File: src/rtl/aes_key_expand_seq_if.sv
// Interface for aes_key_expand_seq: key load request, status and round-10 key.
// AES_KEY_STORE_EN adds the round-key register file read port (rk_rd_addr/rk_rd_data).
// master = key producer / consumer side, slave = the key expander.
interface aes_key_expand_seq_if;
    logic [127:0] key_in;
    logic         key_start;
    logic         busy;
    logic         key_valid;
    logic [127:0] round_key_10;
    logic [3:0]   round_idx;
`ifdef AES_KEY_STORE_EN
    logic [3:0]   rk_rd_addr;
    logic [127:0] rk_rd_data;

    modport master (
        output key_in, key_start, rk_rd_addr,
        input  busy, key_valid, round_key_10, round_idx, rk_rd_data
    );
    modport slave (
        input  key_in, key_start, rk_rd_addr,
        output busy, key_valid, round_key_10, round_idx, rk_rd_data
    );
`else
    modport master (
        output key_in, key_start,
        input  busy, key_valid, round_key_10, round_idx
    );
    modport slave (
        input  key_in, key_start,
        output busy, key_valid, round_key_10, round_idx
    );
`endif
endinterface

File: src/rtl/aes_key_expand_seq.sv
// Iterative AES-128 key expansion: one round key per clock, 10 clocks from key_start to
// a stable, valid round-10 key. Optional macro AES_KEY_STORE_EN keeps all 11 round keys
// in a register file with a combinational read port.
module aes_key_expand_seq #(
    parameter int unsigned NUM_ROUNDS = 10
) (
    input logic                clk,
    input logic                reset,
    aes_key_expand_seq_if.slave bus
);

    if (NUM_ROUNDS != 10) begin : g_bad_rounds
        $error("aes_key_expand_seq: only NUM_ROUNDS = 10 (AES-128) is supported");
    end

    localparam logic [3:0] LastIdx = 4'(NUM_ROUNDS - 1);

    typedef enum logic [1:0] {StIdle, StExpand, StDone} state_e;

    state_e       state_q;
    logic [127:0] work_q;
    logic [127:0] key_d;
    logic [127:0] rk10_q;
    logic [3:0]   round_idx_q;
    logic         busy_q;
    logic         key_valid_q;
    logic         load;

    // GF(2^8) multiply modulo x^8 + x^4 + x^3 + x + 1.
    function automatic logic [7:0] gf_mul(input logic [7:0] a, input logic [7:0] b);
        logic [7:0] p;
        logic [7:0] aa;
        p  = 8'h00;
        aa = a;
        for (int i = 0; i < 8; i++) begin
            if (b[i]) p = p ^ aa;
            aa = {aa[6:0], 1'b0} ^ (aa[7] ? 8'h1b : 8'h00);
        end
        return p;
    endfunction

    // S-box: multiplicative inverse (x^254, so 0 maps to 0) followed by the affine map.
    function automatic logic [7:0] sbox(input logic [7:0] x);
        logic [7:0] x2, x3, x6, x12, x15, x30, x60, x120, x240, x252, b;
        x2   = gf_mul(x, x);
        x3   = gf_mul(x2, x);
        x6   = gf_mul(x3, x3);
        x12  = gf_mul(x6, x6);
        x15  = gf_mul(x12, x3);
        x30  = gf_mul(x15, x15);
        x60  = gf_mul(x30, x30);
        x120 = gf_mul(x60, x60);
        x240 = gf_mul(x120, x120);
        x252 = gf_mul(x240, x12);
        b    = gf_mul(x252, x2);
        return b ^ {b[6:0], b[7]} ^ {b[5:0], b[7:6]} ^ {b[4:0], b[7:5]} ^ {b[3:0], b[7:4]}
               ^ 8'h63;
    endfunction

    function automatic logic [31:0] sub_word(input logic [31:0] w);
        return {sbox(w[31:24]), sbox(w[23:16]), sbox(w[15:8]), sbox(w[7:0])};
    endfunction

    function automatic logic [7:0] rcon(input logic [3:0] i);
        case (i)
            4'd1:    return 8'h01;
            4'd2:    return 8'h02;
            4'd3:    return 8'h04;
            4'd4:    return 8'h08;
            4'd5:    return 8'h10;
            4'd6:    return 8'h20;
            4'd7:    return 8'h40;
            4'd8:    return 8'h80;
            4'd9:    return 8'h1b;
            4'd10:   return 8'h36;
            default: return 8'h00;
        endcase
    endfunction

    // Next round key from the working register.
    always_comb begin
        logic [31:0] w0, w1, w2, w3, temp, n0, n1, n2, n3;
        w0    = work_q[127:96];
        w1    = work_q[95:64];
        w2    = work_q[63:32];
        w3    = work_q[31:0];
        temp  = sub_word({w3[23:0], w3[31:24]}) ^ {rcon(round_idx_q + 4'd1), 24'h000000};
        n0    = w0 ^ temp;
        n1    = w1 ^ n0;
        n2    = w2 ^ n1;
        n3    = w3 ^ n2;
        key_d = {n0, n1, n2, n3};
    end

    // A start is accepted only when not expanding; busy-time starts are dropped.
    always_comb begin
        load = bus.key_start && (state_q != StExpand);
    end

    // Control FSM with registered outputs; reset has priority over key_start.
    always_ff @(posedge clk) begin
        if (reset) begin
            state_q     <= StIdle;
            work_q      <= '0;
            rk10_q      <= '0;
            round_idx_q <= '0;
            busy_q      <= 1'b0;
            key_valid_q <= 1'b0;
        end else begin
            case (state_q)
                StIdle, StDone: begin
                    if (load) begin
                        work_q      <= bus.key_in;
                        round_idx_q <= '0;
                        key_valid_q <= 1'b0;
                        busy_q      <= 1'b1;
                        state_q     <= StExpand;
                    end
                end
                StExpand: begin
                    work_q      <= key_d;
                    round_idx_q <= round_idx_q + 4'd1;
                    if (round_idx_q == LastIdx) begin
                        rk10_q      <= key_d;
                        key_valid_q <= 1'b1;
                        busy_q      <= 1'b0;
                        state_q     <= StDone;
                    end
                end
                default: state_q <= StIdle;
            endcase
        end
    end

    assign bus.busy         = busy_q;
    assign bus.key_valid    = key_valid_q;
    assign bus.round_key_10 = rk10_q;
    assign bus.round_idx    = round_idx_q;

`ifdef AES_KEY_STORE_EN
    logic [127:0] rk_q [0:10];
    logic [127:0] rk_rd;

    // Round-key file: entry 0 at load, entry n as round n is produced.
    always_ff @(posedge clk) begin
        if (reset) begin
            for (int i = 0; i < 11; i++) rk_q[i] <= '0;
        end else if (load) begin
            rk_q[0] <= bus.key_in;
        end else if (state_q == StExpand) begin
            rk_q[round_idx_q + 4'd1] <= key_d;
        end
    end

    // Combinational read; out-of-range addresses return zero.
    always_comb begin
        rk_rd = '0;
        if (bus.rk_rd_addr <= 4'd10) rk_rd = rk_q[bus.rk_rd_addr];
    end

    assign bus.rk_rd_data = rk_rd;
`endif

endmodule
File: src/flat_wrapper.sv
// flat-port wrapper written by rule: the top's interface ports become plain ports
module aes_key_expand_seq_flat 
#(
    parameter int unsigned NUM_ROUNDS = 10
)
  (clk, reset, bus_key_in, bus_key_start, bus_busy, bus_key_valid, bus_round_key_10, bus_round_idx);
  aes_key_expand_seq_if bus_i ();
  input logic clk;
  input logic reset;
  input wire logic [$bits(bus_i.key_in)-1:0] bus_key_in;
  input wire logic [$bits(bus_i.key_start)-1:0] bus_key_start;
  output wire logic [$bits(bus_i.busy)-1:0] bus_busy;
  output wire logic [$bits(bus_i.key_valid)-1:0] bus_key_valid;
  output wire logic [$bits(bus_i.round_key_10)-1:0] bus_round_key_10;
  output wire logic [$bits(bus_i.round_idx)-1:0] bus_round_idx;
  assign bus_i.key_in = bus_key_in;
  assign bus_i.key_start = bus_key_start;
  assign bus_busy = bus_i.busy;
  assign bus_key_valid = bus_i.key_valid;
  assign bus_round_key_10 = bus_i.round_key_10;
  assign bus_round_idx = bus_i.round_idx;
  aes_key_expand_seq #(.NUM_ROUNDS(NUM_ROUNDS)) u_core (.clk(clk), .reset(reset), .bus(bus_i));
endmodule
File: config.mk
export PLATFORM = sky130hd
export DESIGN_NAME = aes_key_expand_seq_flat
export DESIGN_NICKNAME = d
export VERILOG_FILES = /design/src/rtl/aes_key_expand_seq_if.sv /design/src/rtl/aes_key_expand_seq.sv /design/src/flat_wrapper.sv
export SDC_FILE = /design/constraint.sdc
export NUM_CORES = 2
export LEC_CHECK = 0
export CAP_MARGIN = 20
export CORE_ASPECT_RATIO = 1.1
export CORE_MARGIN = 3
export CORE_UTILIZATION = 55
export CTS_BUF_LIST = sky130_fd_sc_hd__clkbuf_4
export DETAILED_ROUTE_END_ITERATION = 12
export GPL_ROUTABILITY_DRIVEN = 0
export PLACE_DENSITY = 0.74
export SKIP_CTS_REPAIR_TIMING = 1
export SLEW_MARGIN = 40
export SYNTH_ARGS = -nofsm -noshare
export SYNTH_HDL_FRONTEND = slang
export SYNTH_SLANG_ARGS = --single-unit
File: constraint.sdc
create_clock -name clk -period 28 [get_ports clk]
set_input_delay 5.6 -clock clk [delete_from_list [all_inputs] [get_ports clk]]
set_output_delay 5.6 -clock clk [all_outputs]
set_load 0.05 [all_outputs]
==> results.toml <==
[grt]
grt_max_degree = 133
antenna_found_initial = 15
track_usage = 0.309
grt_overflow = 0
grt_pass1_vias = 51000
grt_pass1_wl_mm = 283

[die]
std_cell_rows = 125
core_area_sq_um = 106000
initial_core_util = 0.555
ioPinCount = 265
die_w_um = 318
die_y_um = 349
die-area_sq_um = 111000

[sta]
clock_skew_ps = 96.1
setup_viol = 0
setup_tns_ps = 0
maxSlewViolCount = 0
fin_crit_sh = 0.848
slew-limit-headroom = 0.408
worst_pin_slew_ps = 882
max_freq_mhz = 42.1
hold_viol = 0
rsz0062_at_grt = "no"
finalCriticalPeriod_ps = 23740

[yosys]
synth_top_area_frac = 0.187
synth_edf_count = 0
synth.yosys.warnings = 0
netlist.top_cell.by_area = "xnor2_1"
synth_nets = 7661
async_reset_ff_frac = 0
synth_flop_cell = "dfxtp_1"
synth_seq_area_share = 0.0899
synth_cell_types = 132
ys_ff_latch = 264
ys_top_cells_by_area = "xnor2_1, xnor3_1, dfxtp_1, nor2_1, xor2_1"
synth_area_sq_um = 58800
syn_area_per_cell_sq_um = 7.84
synthCells = 7496

[worst_setup_path]
crit_arrival_ps = 24490
crit-reg2reg-launch = "u_core.work_q[8]"
startpoint_type = "flop"
critical_path_required_ps = 28740
rrSetupSlack_ps = 4260
crit_fanout = 19
criticalPathCategory = "reg -> reg"
worst_r2r_endpoint = "u_core.bus.round_key_10[21]"
end_kind = "flop"
critical_path.max_stage_delay_ps = 820
cpMostUsedCell = "xnor2_1"
crit_slowest_cell = "dfxtp_1"
ff2ff_path_depth = 68

[clocking]
clock_latency_ps = 900
cts_tree = "done"
clockBufferDepth = 3
cts_sinks = 264
cts_root_buf = "clkbuf_4"
cts_made_buffers = 75
path_clk_slew_ps = 80
htreeDepth = 3

[finish]
seq_area_sq_um = 5290
area_delta_synth_final_pct = 8.23
drive_gt1_frac = 0.0919
nFillCells = 9372
final_common_cell = "xnor2_1"
mostFrequentLayoutCells = "xnor2_1, nor2_1, nand2_1, a21oi_1, xor2_1"
multiInputGateArea_sq_um = 51300
layout.nets = 7644

[status]
status = "complete, no violations"

[hold_path]
holdPathEnd = "u_core.bus.round_key_10[89]"
hold_class = "reg -> reg"
hp-start = "u_core.bus.round_key_10[89]"
hold_path_depth = 2

[drt]
drc_errors = 0
routed_via_density = 6.11
vias = 54700
routedWlPerCell_um = 20.2
wl_mm = 181
antenna_left = 0
drtIter0Drc = 5965
firstDrtPassIters = 9

[place]
hpwl_mm = 133
port_buffers = 264

[flow_run]
maxCapViolCount = 0
[synthesized netlist by cell type, types with 45 or more instances]
library cell / instances
inv_1: 92
and2_1: 51
nand3_1: 162
xor3_1: 47
xor2_1: 390
a211oi_1: 45
o22ai_1: 63
mux2i_1: 206
nor2_1: 985
xnor2_2: 93
xnor3_1: 300
nor3_1: 166
o21ai_0: 218
xnor2_1: 1252
buf_2: 120
clkbuf_1: 294
nor2b_1: 53
or3_1: 47
a21oi_1: 454
a22oi_1: 83
a31oi_1: 84
nand2_1: 894
dfxtp_1: 264
nand2b_1: 76
o211ai_1: 66
[sequential cells by signal (all words and copies together) (netlist names)]
name and flops:
u_core.bus.busy 1, u_core.bus.key_valid 1, u_core.bus.round_idx 4, u_core.bus.round_key_10 128, u_core.state_q 2, u_core.work_q 128
[worst max path at each step]
| stage | cells past startpoint | from | to | slack (ps) |
|---|---|---|---|---|
| finish | 68 | u_core.work_q[8] | u_core.bus.round_key_10[21] | 4260 |
| global route | 71 | u_core.work_q[8] | u_core.bus.round_key_10[21] | 2950 |
| CTS | 70 | u_core.work_q[8] | u_core.bus.round_key_10[21] | 4340 |
| detailed placement | 70 | u_core.work_q[8] | u_core.bus.round_key_10[21] | 4490 |
| global placement | 64 | u_core.work_q[18] | u_core.work_q[24] | 3990 |
| floorplan | 69 | u_core.work_q[24] | u_core.work_q[65] | 8640 |
[area by class of cell]
type / count / area share
multi-input combinational: 6592 / 0.806
antenna: 13 / 0.000511
inverter: 121 / 0.00714
clock inverter: 29 / 0.00279
sequential: 264 / 0.0832
timing repair buffer: 425 / 0.0612
clock buffer: 102 / 0.0120
tap: 1397 / 0.0275
[metal layers]
metal  part of all wire  track usage  up-vias
li1                   -            -    25800
met1               0.42        0.420    26000
met2               0.45        0.492     2494
met3              0.097       0.0579      336
met4              0.033        0.106        4
met5            0.00014            0        -
[per-stage QoR]
step	hold WS, ps	setup slack, ps	std cells	utilization	area, sq um
6_report	456	4260	8943	0.601	63600
5_1_grt	480	2950	8936	0.601	63600
4_1_cts	457	4340	8927	0.598	63300
3_5_place_dp	448	4490	8796	0.589	62400
3_3_place_gp	442	3990	8796	0.585	62000
2_1_floorplan	445	8640	7496	-	58800
[kinds of logic after synthesis]
logic type / count (synthesis) / synth area share
DFF: 264 / 0.0899
and+or+nand+nor: 2685 / 0.203
buffers and inverters: 640 / 0.0506
muxes: 248 / 0.0437
adders and majority gates: 34 / 0.00724
AOI/OAI and AO/OA: 1440 / 0.163
xor gates and xnor gates: 2185 / 0.443
[worst max-delay path, delay by kind of cell, from the launching register on]
kind            cells  cell delay (ps)
buf+inv             8             2300
compound gates      6             1650
simple gates       11             1470
xor+xnor           34            13390
mux                 2              650
fa+ha+maj           7             3240
flops               1              820
Power is left out: the tool's default activity adds up to more than one toggle a clock period on the data nets, which glitch-free logic cannot reach.
